<file path="src/rtl/mem_access_unit_if.sv">
// Data-memory request/acknowledge port for mem_access_unit.
// master = access controller, slave = data memory.
interface mem_access_unit_if #(
    parameter int unsigned B = 32
);
    logic         mem_req_out;
    logic         mem_we_out;
    logic [B-1:0] mem_addr_out;
    logic [B-1:0] mem_wdata_out;
    logic [3:0]   mem_be_out;
    logic         mem_ack_in;
    logic [B-1:0] mem_rdata_in;

    modport master (
        output mem_req_out, mem_we_out, mem_addr_out, mem_wdata_out, mem_be_out,
        input  mem_ack_in, mem_rdata_in
    );

    modport slave (
        input  mem_req_out, mem_we_out, mem_addr_out, mem_wdata_out, mem_be_out,
        output mem_ack_in, mem_rdata_in
    );
endinterface

</file>
<file path="src/rtl/mem_access_unit.sv">
// MEM-stage access controller: single-outstanding req/ack data-memory access with byte steering.
// Optional macro MEM_ACCESS_ALIGN_CHECK_EN enables misaligned half/word detection.
module mem_access_unit #(
    parameter int unsigned B = 32
) (
    input  logic         clk,
    input  logic         reset,
    input  logic [B-1:0] alu_result_in,
    input  logic [B-1:0] r_data2_in,
    input  logic         m_MemRead_in,
    input  logic         m_MemWrite_in,
    input  logic [5:0]   opcode_in,
    output logic         stall_out,
    output logic [B-1:0] rdata_out,
    output logic         done_out,
    output logic         misalign_out,
    mem_access_unit_if.master mem_if
);
    localparam logic [5:0] OP_LB  = 6'h20;
    localparam logic [5:0] OP_LH  = 6'h21;
    localparam logic [5:0] OP_LBU = 6'h24;
    localparam logic [5:0] OP_LHU = 6'h25;
    localparam logic [5:0] OP_SB  = 6'h28;
    localparam logic [5:0] OP_SH  = 6'h29;

    typedef enum logic [1:0] {S_IDLE, S_ACCESS, S_DONE} state_t;
    typedef enum logic [1:0] {SZ_BYTE, SZ_HALF, SZ_WORD} size_t;

    state_t       r_state;
    size_t        r_size;
    logic         r_unsigned;
    logic [1:0]   r_off;
    logic         r_req, r_we, r_done, r_misalign;
    logic [B-1:0] r_addr, r_wdata, r_rdata;
    logic [3:0]   r_be;

    size_t        w_size;
    logic         w_unsigned, w_any, w_misalign, w_valid;
    logic [1:0]   w_off;
    logic [3:0]   w_be;
    logic [B-1:0] w_wdata, w_shifted, w_load;

    // Decode access kind, size and effective byte offset; a write wins over a read.
    always_comb begin
        w_size     = SZ_WORD;
        w_unsigned = 1'b0;
        w_any      = m_MemRead_in | m_MemWrite_in;
        if (m_MemWrite_in) begin
            case (opcode_in)
                OP_SB:   w_size = SZ_BYTE;
                OP_SH:   w_size = SZ_HALF;
                default: w_size = SZ_WORD;
            endcase
        end else begin
            case (opcode_in)
                OP_LB:   w_size = SZ_BYTE;
                OP_LBU:  begin w_size = SZ_BYTE; w_unsigned = 1'b1; end
                OP_LH:   w_size = SZ_HALF;
                OP_LHU:  begin w_size = SZ_HALF; w_unsigned = 1'b1; end
                default: w_size = SZ_WORD;
            endcase
        end
`ifdef MEM_ACCESS_ALIGN_CHECK_EN
        w_misalign = w_any && (((w_size == SZ_HALF) && alu_result_in[0]) ||
                               ((w_size == SZ_WORD) && (alu_result_in[1:0] != 2'b00)));
`else
        w_misalign = 1'b0;
`endif
        w_valid = w_any && !w_misalign;
        case (w_size)
            SZ_BYTE: w_off = alu_result_in[1:0];
            SZ_HALF: w_off = {alu_result_in[1], 1'b0};
            default: w_off = 2'b00;
        endcase
    end

    // Store lane steering; loads always enable the whole word.
    always_comb begin
        w_be    = 4'b1111;
        w_wdata = r_data2_in;
        if (m_MemWrite_in) begin
            case (w_size)
                SZ_BYTE: begin
                    w_be    = 4'(4'b0001 << w_off);
                    w_wdata = {4{r_data2_in[7:0]}};
                end
                SZ_HALF: begin
                    w_be    = 4'(4'b0011 << w_off);
                    w_wdata = {2{r_data2_in[15:0]}};
                end
                default: ;
            endcase
        end
    end

    // Load extraction uses the latched offset so the half/byte lands at bit 0.
    always_comb begin
        w_shifted = mem_if.mem_rdata_in >> {r_off, 3'b000};
        case (r_size)
            SZ_BYTE: w_load = {{(B-8){w_shifted[7] & ~r_unsigned}}, w_shifted[7:0]};
            SZ_HALF: w_load = {{(B-16){w_shifted[15] & ~r_unsigned}}, w_shifted[15:0]};
            default: w_load = w_shifted;
        endcase
    end

    always_ff @(posedge clk or negedge reset) begin
        if (!reset) begin
            r_state    <= S_IDLE;
            r_size     <= SZ_WORD;
            r_unsigned <= 1'b0;
            r_off      <= 2'b00;
            r_req      <= 1'b0;
            r_we       <= 1'b0;
            r_done     <= 1'b0;
            r_misalign <= 1'b0;
            r_addr     <= '0;
            r_wdata    <= '0;
            r_rdata    <= '0;
            r_be       <= 4'b0000;
        end else begin
            r_done     <= 1'b0;
            r_misalign <= 1'b0;
            case (r_state)
                S_IDLE: begin
                    r_misalign <= w_misalign;
                    if (w_valid) begin
                        r_state    <= S_ACCESS;
                        r_req      <= 1'b1;
                        r_we       <= m_MemWrite_in;
                        r_size     <= w_size;
                        r_unsigned <= w_unsigned;
                        r_off      <= w_off;
                        r_addr     <= {alu_result_in[B-1:2], 2'b00};
                        r_wdata    <= w_wdata;
                        r_be       <= w_be;
                    end
                end
                S_ACCESS: begin
                    if (mem_if.mem_ack_in) begin
                        r_state <= S_DONE;
                        r_req   <= 1'b0;
                        r_done  <= 1'b1;
                        if (!r_we) r_rdata <= w_load;
                    end
                end
                // The instruction still held in EX/MEM here has already been serviced.
                S_DONE:  r_state <= S_IDLE;
                default: r_state <= S_IDLE;
            endcase
        end
    end

    assign stall_out            = ((r_state == S_IDLE) && w_valid) || (r_state == S_ACCESS);
    assign rdata_out            = r_rdata;
    assign done_out             = r_done;
    assign misalign_out         = r_misalign;
    assign mem_if.mem_req_out   = r_req;
    assign mem_if.mem_we_out    = r_we;
    assign mem_if.mem_addr_out  = r_addr;
    assign mem_if.mem_wdata_out = r_wdata;
    assign mem_if.mem_be_out    = r_be;
endmodule

</file>
<file path="src/flat_wrapper.sv">
// flat-port wrapper written by rule: the top's interface ports become plain ports
module mem_access_unit_flat 
#(
    parameter int unsigned B = 32
)
  (clk, reset, alu_result_in, r_data2_in, m_MemRead_in, m_MemWrite_in, opcode_in, stall_out, rdata_out, done_out, misalign_out, mem_if_mem_req_out, mem_if_mem_we_out, mem_if_mem_addr_out, mem_if_mem_wdata_out, mem_if_mem_be_out, mem_if_mem_ack_in, mem_if_mem_rdata_in);
  mem_access_unit_if #(.B(B)) mem_if_i ();
  input  logic clk;
  input  logic reset;
  input  logic [B-1:0] alu_result_in;
  input  logic [B-1:0] r_data2_in;
  input  logic m_MemRead_in;
  input  logic m_MemWrite_in;
  input  logic [5:0] opcode_in;
  output logic stall_out;
  output logic [B-1:0] rdata_out;
  output logic done_out;
  output logic misalign_out;
  output wire logic [$bits(mem_if_i.mem_req_out)-1:0] mem_if_mem_req_out;
  output wire logic [$bits(mem_if_i.mem_we_out)-1:0] mem_if_mem_we_out;
  output wire logic [$bits(mem_if_i.mem_addr_out)-1:0] mem_if_mem_addr_out;
  output wire logic [$bits(mem_if_i.mem_wdata_out)-1:0] mem_if_mem_wdata_out;
  output wire logic [$bits(mem_if_i.mem_be_out)-1:0] mem_if_mem_be_out;
  input wire logic [$bits(mem_if_i.mem_ack_in)-1:0] mem_if_mem_ack_in;
  input wire logic [$bits(mem_if_i.mem_rdata_in)-1:0] mem_if_mem_rdata_in;
  assign mem_if_mem_req_out = mem_if_i.mem_req_out;
  assign mem_if_mem_we_out = mem_if_i.mem_we_out;
  assign mem_if_mem_addr_out = mem_if_i.mem_addr_out;
  assign mem_if_mem_wdata_out = mem_if_i.mem_wdata_out;
  assign mem_if_mem_be_out = mem_if_i.mem_be_out;
  assign mem_if_i.mem_ack_in = mem_if_mem_ack_in;
  assign mem_if_i.mem_rdata_in = mem_if_mem_rdata_in;
  mem_access_unit #(.B(B)) u_core (.clk(clk), .reset(reset), .alu_result_in(alu_result_in), .r_data2_in(r_data2_in), .m_MemRead_in(m_MemRead_in), .m_MemWrite_in(m_MemWrite_in), .opcode_in(opcode_in), .stall_out(stall_out), .rdata_out(rdata_out), .done_out(done_out), .misalign_out(misalign_out), .mem_if(mem_if_i));
endmodule
</file>
<file path="config.mk">
export PLATFORM = sky130hd
export DESIGN_NAME = mem_access_unit_flat
export DESIGN_NICKNAME = d
export VERILOG_FILES = /design/src/rtl/mem_access_unit_if.sv /design/src/rtl/mem_access_unit.sv /design/src/flat_wrapper.sv
export SDC_FILE = /design/constraint.sdc
export NUM_CORES = 1
export LEC_CHECK = 0
export CAP_MARGIN = 20
export CORE_ASPECT_RATIO = 1.75
export CORE_UTILIZATION = 43
export CTS_BUF_LIST = sky130_fd_sc_hd__clkbuf_16
export CTS_CLUSTER_DIAMETER = 200
export DETAILED_ROUTE_END_ITERATION = 16
export PLACE_DENSITY = 0.81
export REMOVE_ABC_BUFFERS = 1
export SYNTH_ARGS = -nofsm -noshare
export SYNTH_HDL_FRONTEND = slang
export SYNTH_SLANG_ARGS = --single-unit
</file>
<file path="constraint.sdc">
create_clock -name clk -period 1.85 [get_ports clk]
set_input_delay 0.185 -clock clk [delete_from_list [all_inputs] [get_ports clk]]
set_output_delay 0.185 -clock clk [all_outputs]
set_load 0.005 [all_outputs]
</file>
==> summary.md <==
| Metric | Value |
|---|---|
| RSZ-0062 raised after global routing | no |
| Proportion of netlist area held by the largest area contributor | between 50% and 60% |
| Start-to-end type of the worst setup path | flop to flop |
| Warning count from the yosys run | 0 |
| Global route total overflow | 0 |
| Count of nets left with antenna violations after detail routing | 0 |
| Drt wl/cell | about 17 microns |
| Global-route wire length before repair | roughly 24000 microns |
| Arrival time of data at the critical path endpoint | 1.99 ns |
| Buffer depth of the longest clock path | 2 |
| Number of CTS-inserted buffers | 9 |
| Peak ir drop on the vdd network | roughly 0.0011 V |
| Power per Cell Area | approximately 1500 nW/um^2 |
| DPL Wire Length | ~11000 microns |
| Static Leakage | about 3.4 nW |
| FFs w/ async S/R, synth | 100.0% |
| Fmax | 0.5602 GHz |
| Clock transition time at the flip-flop clock pins of the worst setup and hold paths | ~0.070 ns |
| GRT Overall Usage | about a quarter |
| Clock tree from TritonCTS | yes |
| Post-synth EDFFs | 0 |
| Worst setup path startpoint | u_core.r_off[1]$_DFFE_PN0P_ |
| Initial standard-cell utilization of the core | between 40% and 50% |
| Clock H-tree levels | 3 |
| Clock skew | around 0.0043 ns |
| Max Transition Viols Final | 0 |
| Final hold slack | between 0.2 and 0.3 ns |
| Critical Path Sink Type | flop |
| Relative slew margins | between 50% and 60% |
| Cell Count, Final, Fillers Out | approximately 860 |
| Seq/Total Area, Yosys | between 50% and 60% |
| Maximum fanout encountered on the critical timing path | 24 |
| Initial antenna violation count | 0 |
| Floorplan die area | ~12000 sq um |
| Post-synth top flop | sky130_fd_sc_hd__dfrtp_1 |
| Hold Crit Class | input port to asynchronous set/reset pin |
| DRT Wirelength | 14900 microns |
| Minimum setup slack among reg-to-reg paths | roughly 0.065 ns |
| Count of mapped cells out of synthesis | approximately 510 |
| Core box area | between 10000 and 15000 sq um |
| Flip-flop and latch count after synthesis | 108 |
| Number of max-capacitance violations reported | 0 |
| Area overhead of the layout relative to synthesis | 53.83% |
| Placed cell count | 842 |
| Synth top area cells | sky130_fd_sc_hd__dfrtp_1 (54%), sky130_fd_sc_hd__nand2_1 (11%), sky130_fd_sc_hd__mux2i_1 (4.6%) |
| Endpoints failing hold | 0 |
| Fraction of layout instances using a drive strength above 1 | between 10% and 20% |
| Insertion delay to the later sink of the worst-skew pair | 0.34 ns |
| Y dimension of the die | roughly 140 microns |
| Port bufs | between 200 and 250 |
| Number of clock sinks | 108 |
| Die X-Extent | ~83 microns |
| Post-synthesis cell area | 4960 sq um |
| DRC Markers | 0 |
| Slew at the pin with the worst max-slew slack | 0.6676 ns |
| Vias in the first global route | 4789 |
| Fin crit period | between 1.5 and 2 ns |
| Gp weighted congestion | slightly above 0.9 |
| Reg2reg path depth | 5 |
| Root cell of the clock tree | sky130_fd_sc_hd__clkbuf_16 |
| Number of nets at the end of the flow | 830 |
| Kind of launch point of the worst setup path | flop |
| Setup violations, final | 0 |
| Syn_area_per_cell | between 9 and 10 sq um |
| Worst setup path endpoint | u_core.rdata_out[12]$_DFFE_PN0P_ |
| Number of top-level design ports | approximately 210 |
| Most frequent cells after synthesis | sky130_fd_sc_hd__nand2_1 (146), sky130_fd_sc_hd__dfrtp_1 (107), sky130_fd_sc_hd__nor2_1 (38) |
| Count of unique library cells instantiated by Yosys | 42 |
| Fin crit share | a little over nine tenths |
| Largest net degree at the start of global routing | 82 |
| Diodes inserted | 0 |
| Via density per instance | 5.291 |
| Reg2reg start | u_core.r_off[1]$_DFFE_PN0P_ |
| Initial detailed-routing violation count | between 150 and 200 |
| Row count | just over 50 |
| Via count | approximately 4500 |
| DR pass1 iterations | 4 |
| Cell type with the largest total area after synthesis | sky130_fd_sc_hd__dfrtp_1 |
| Most common cell in the synthesized netlist | sky130_fd_sc_hd__nand2_1 |
| Run status | finished clean |
| Worst reg2reg endpoint | u_core.rdata_out[12]$_DFFE_PN0P_ |
| Data required, critical path | 2.06 ns |
kinds of logic (layout without fill, tap and decap cells):
group | after synthesis | count (layout) | share of synthesized area, %
AOI/OAI and AO/OA | 88 | 88 | 12.99
DFF | 108 | 108 | 54.52
and+or+nand+nor | 231 | 231 | 20.01
muxes | 41 | 41 | 8.955
other | 1 | 3 | 0.07561
buffers and inverters | 36 | 255 | 3.456
critical path: stages, from the launching register on:
cell and delay (ns):
sky130_fd_sc_hd__dfrtp_1 0.44, sky130_fd_sc_hd__buf_4 0.34, sky130_fd_sc_hd__nor2b_1 0.18, sky130_fd_sc_hd__and2_1 0.19, sky130_fd_sc_hd__o21ai_0 0.38, sky130_fd_sc_hd__a21oi_1 0.13
layer usage:
metal / wire, microns / GRT usage, % / up-vias
met5: 0 / 0 / -
met4: 670 / 13.43 / 0
met3: 982 / 5.708 / 40
met2: 7836 / 46.07 / 192
met1: 5408 / 26.43 / 2164
li1: - / - / 2144
metrics by stage:
step | setup WS (ns) | setup TNS (ns) | util, % | area [sq um] | power [W]
global route | 0.02495 | 0 | 68.32 | 7630 | 0.01183
detailed placement | -0.2217 | -3.626 | 65.59 | 7325 | 0.009286
floorplan | -1.464 | -98.31 | - | 4807 | 0.005982
CTS | 0.02459 | 0 | 68.26 | 7622 | 0.01119
global placement | -0.1503 | -2.462 | 65.59 | 7325 | 0.009051
finish | 0.06480 | 0 | 68.32 | 7630 | 0.01111
report_power, final:
| part | total (W) | switching (W) | leakage (nW) | internal (W) |
|---|---|---|---|---|
| logic | 0.00515 | 0.00214 | 1.99 | 0.00302 |
| registers | 0.00411 | 0.000648 | 1.29 | 0.00346 |
| clock network | 0.00185 | 0.000815 | 0.139 | 0.00103 |
| total | 0.0111 | 0.00360 | 3.42 | 0.00751 |
final cells by class:
| class | instances | area [sq um] |
|---|---|---|
| tap | 132 | 165.2 |
| fill | 845 | 3537 |
| clock inverter | 5 | 55.05 |
| sequential | 108 | 2704 |
| multi-input combinational | 363 | 2112 |
| clock buffer | 9 | 225.2 |
| inverter | 3 | 11.26 |
| timing repair buffer | 238 | 2357 |
how the worst min path moves through the flow:
stage | startpoint | to | slack, ns | depth (start not counted)
detailed placement | reset | u_core.rdata_out[4]$_DFFE_PN0P_ | 0.09 | 1
floorplan | reset | u_core.done_out$_DFF_PN0_ | -0.11 | 0
global route | reset | u_core.rdata_out[6]$_DFFE_PN0P_ | 0.30 | 2
finish | reset | u_core.rdata_out[4]$_DFFE_PN0P_ | 0.27 | 2
global placement | reset | u_core.rdata_out[6]$_DFFE_PN0P_ | 0.09 | 1
CTS | reset | u_core.rdata_out[4]$_DFFE_PN0P_ | 0.28 | 2
placed cells by master, fill, tap and decap left out, types with 8 or more instances in the layout:
master / count
sky130_fd_sc_hd__buf_4: 26
sky130_fd_sc_hd__a21oi_1: 23
sky130_fd_sc_hd__o22a_1: 11
sky130_fd_sc_hd__mux2_2: 17
sky130_fd_sc_hd__mux2i_1: 23
sky130_fd_sc_hd__o21ai_0: 19
sky130_fd_sc_hd__a211oi_1: 8
sky130_fd_sc_hd__clkdlybuf4s50_1: 207
sky130_fd_sc_hd__nand2_1: 146
sky130_fd_sc_hd__dfrtp_1: 107
sky130_fd_sc_hd__a221o_1: 16
sky130_fd_sc_hd__nor2b_1: 9
sky130_fd_sc_hd__nor2_1: 37
sky130_fd_sc_hd__clkbuf_16: 9
sky130_fd_sc_hd__and3_1: 16
registers in the layout, summed over array words and instances, names as in the netlist, 2 cells and up:
register                     cells
u_core.mem_if.mem_addr_out      30
u_core.mem_if.mem_be_out         4
u_core.mem_if.mem_wdata_out     32
u_core.r_off                     2
u_core.r_size                    2
u_core.r_state                   2
u_core.rdata_out                32
what timing repair did:
item | 4_1_cts | 5_1_grt
cloned | 0 | 0
pin swaps | 0 | 1
endpoints found under the hold margin | 18 | 0
gates resized for setup | 2 | 0
setup buffers | 0 | 1
endpoints found under the setup margin | 1 | 1
hold buffers | 1 | 0
Note: power is estimated with default switching activity, not from simulation.
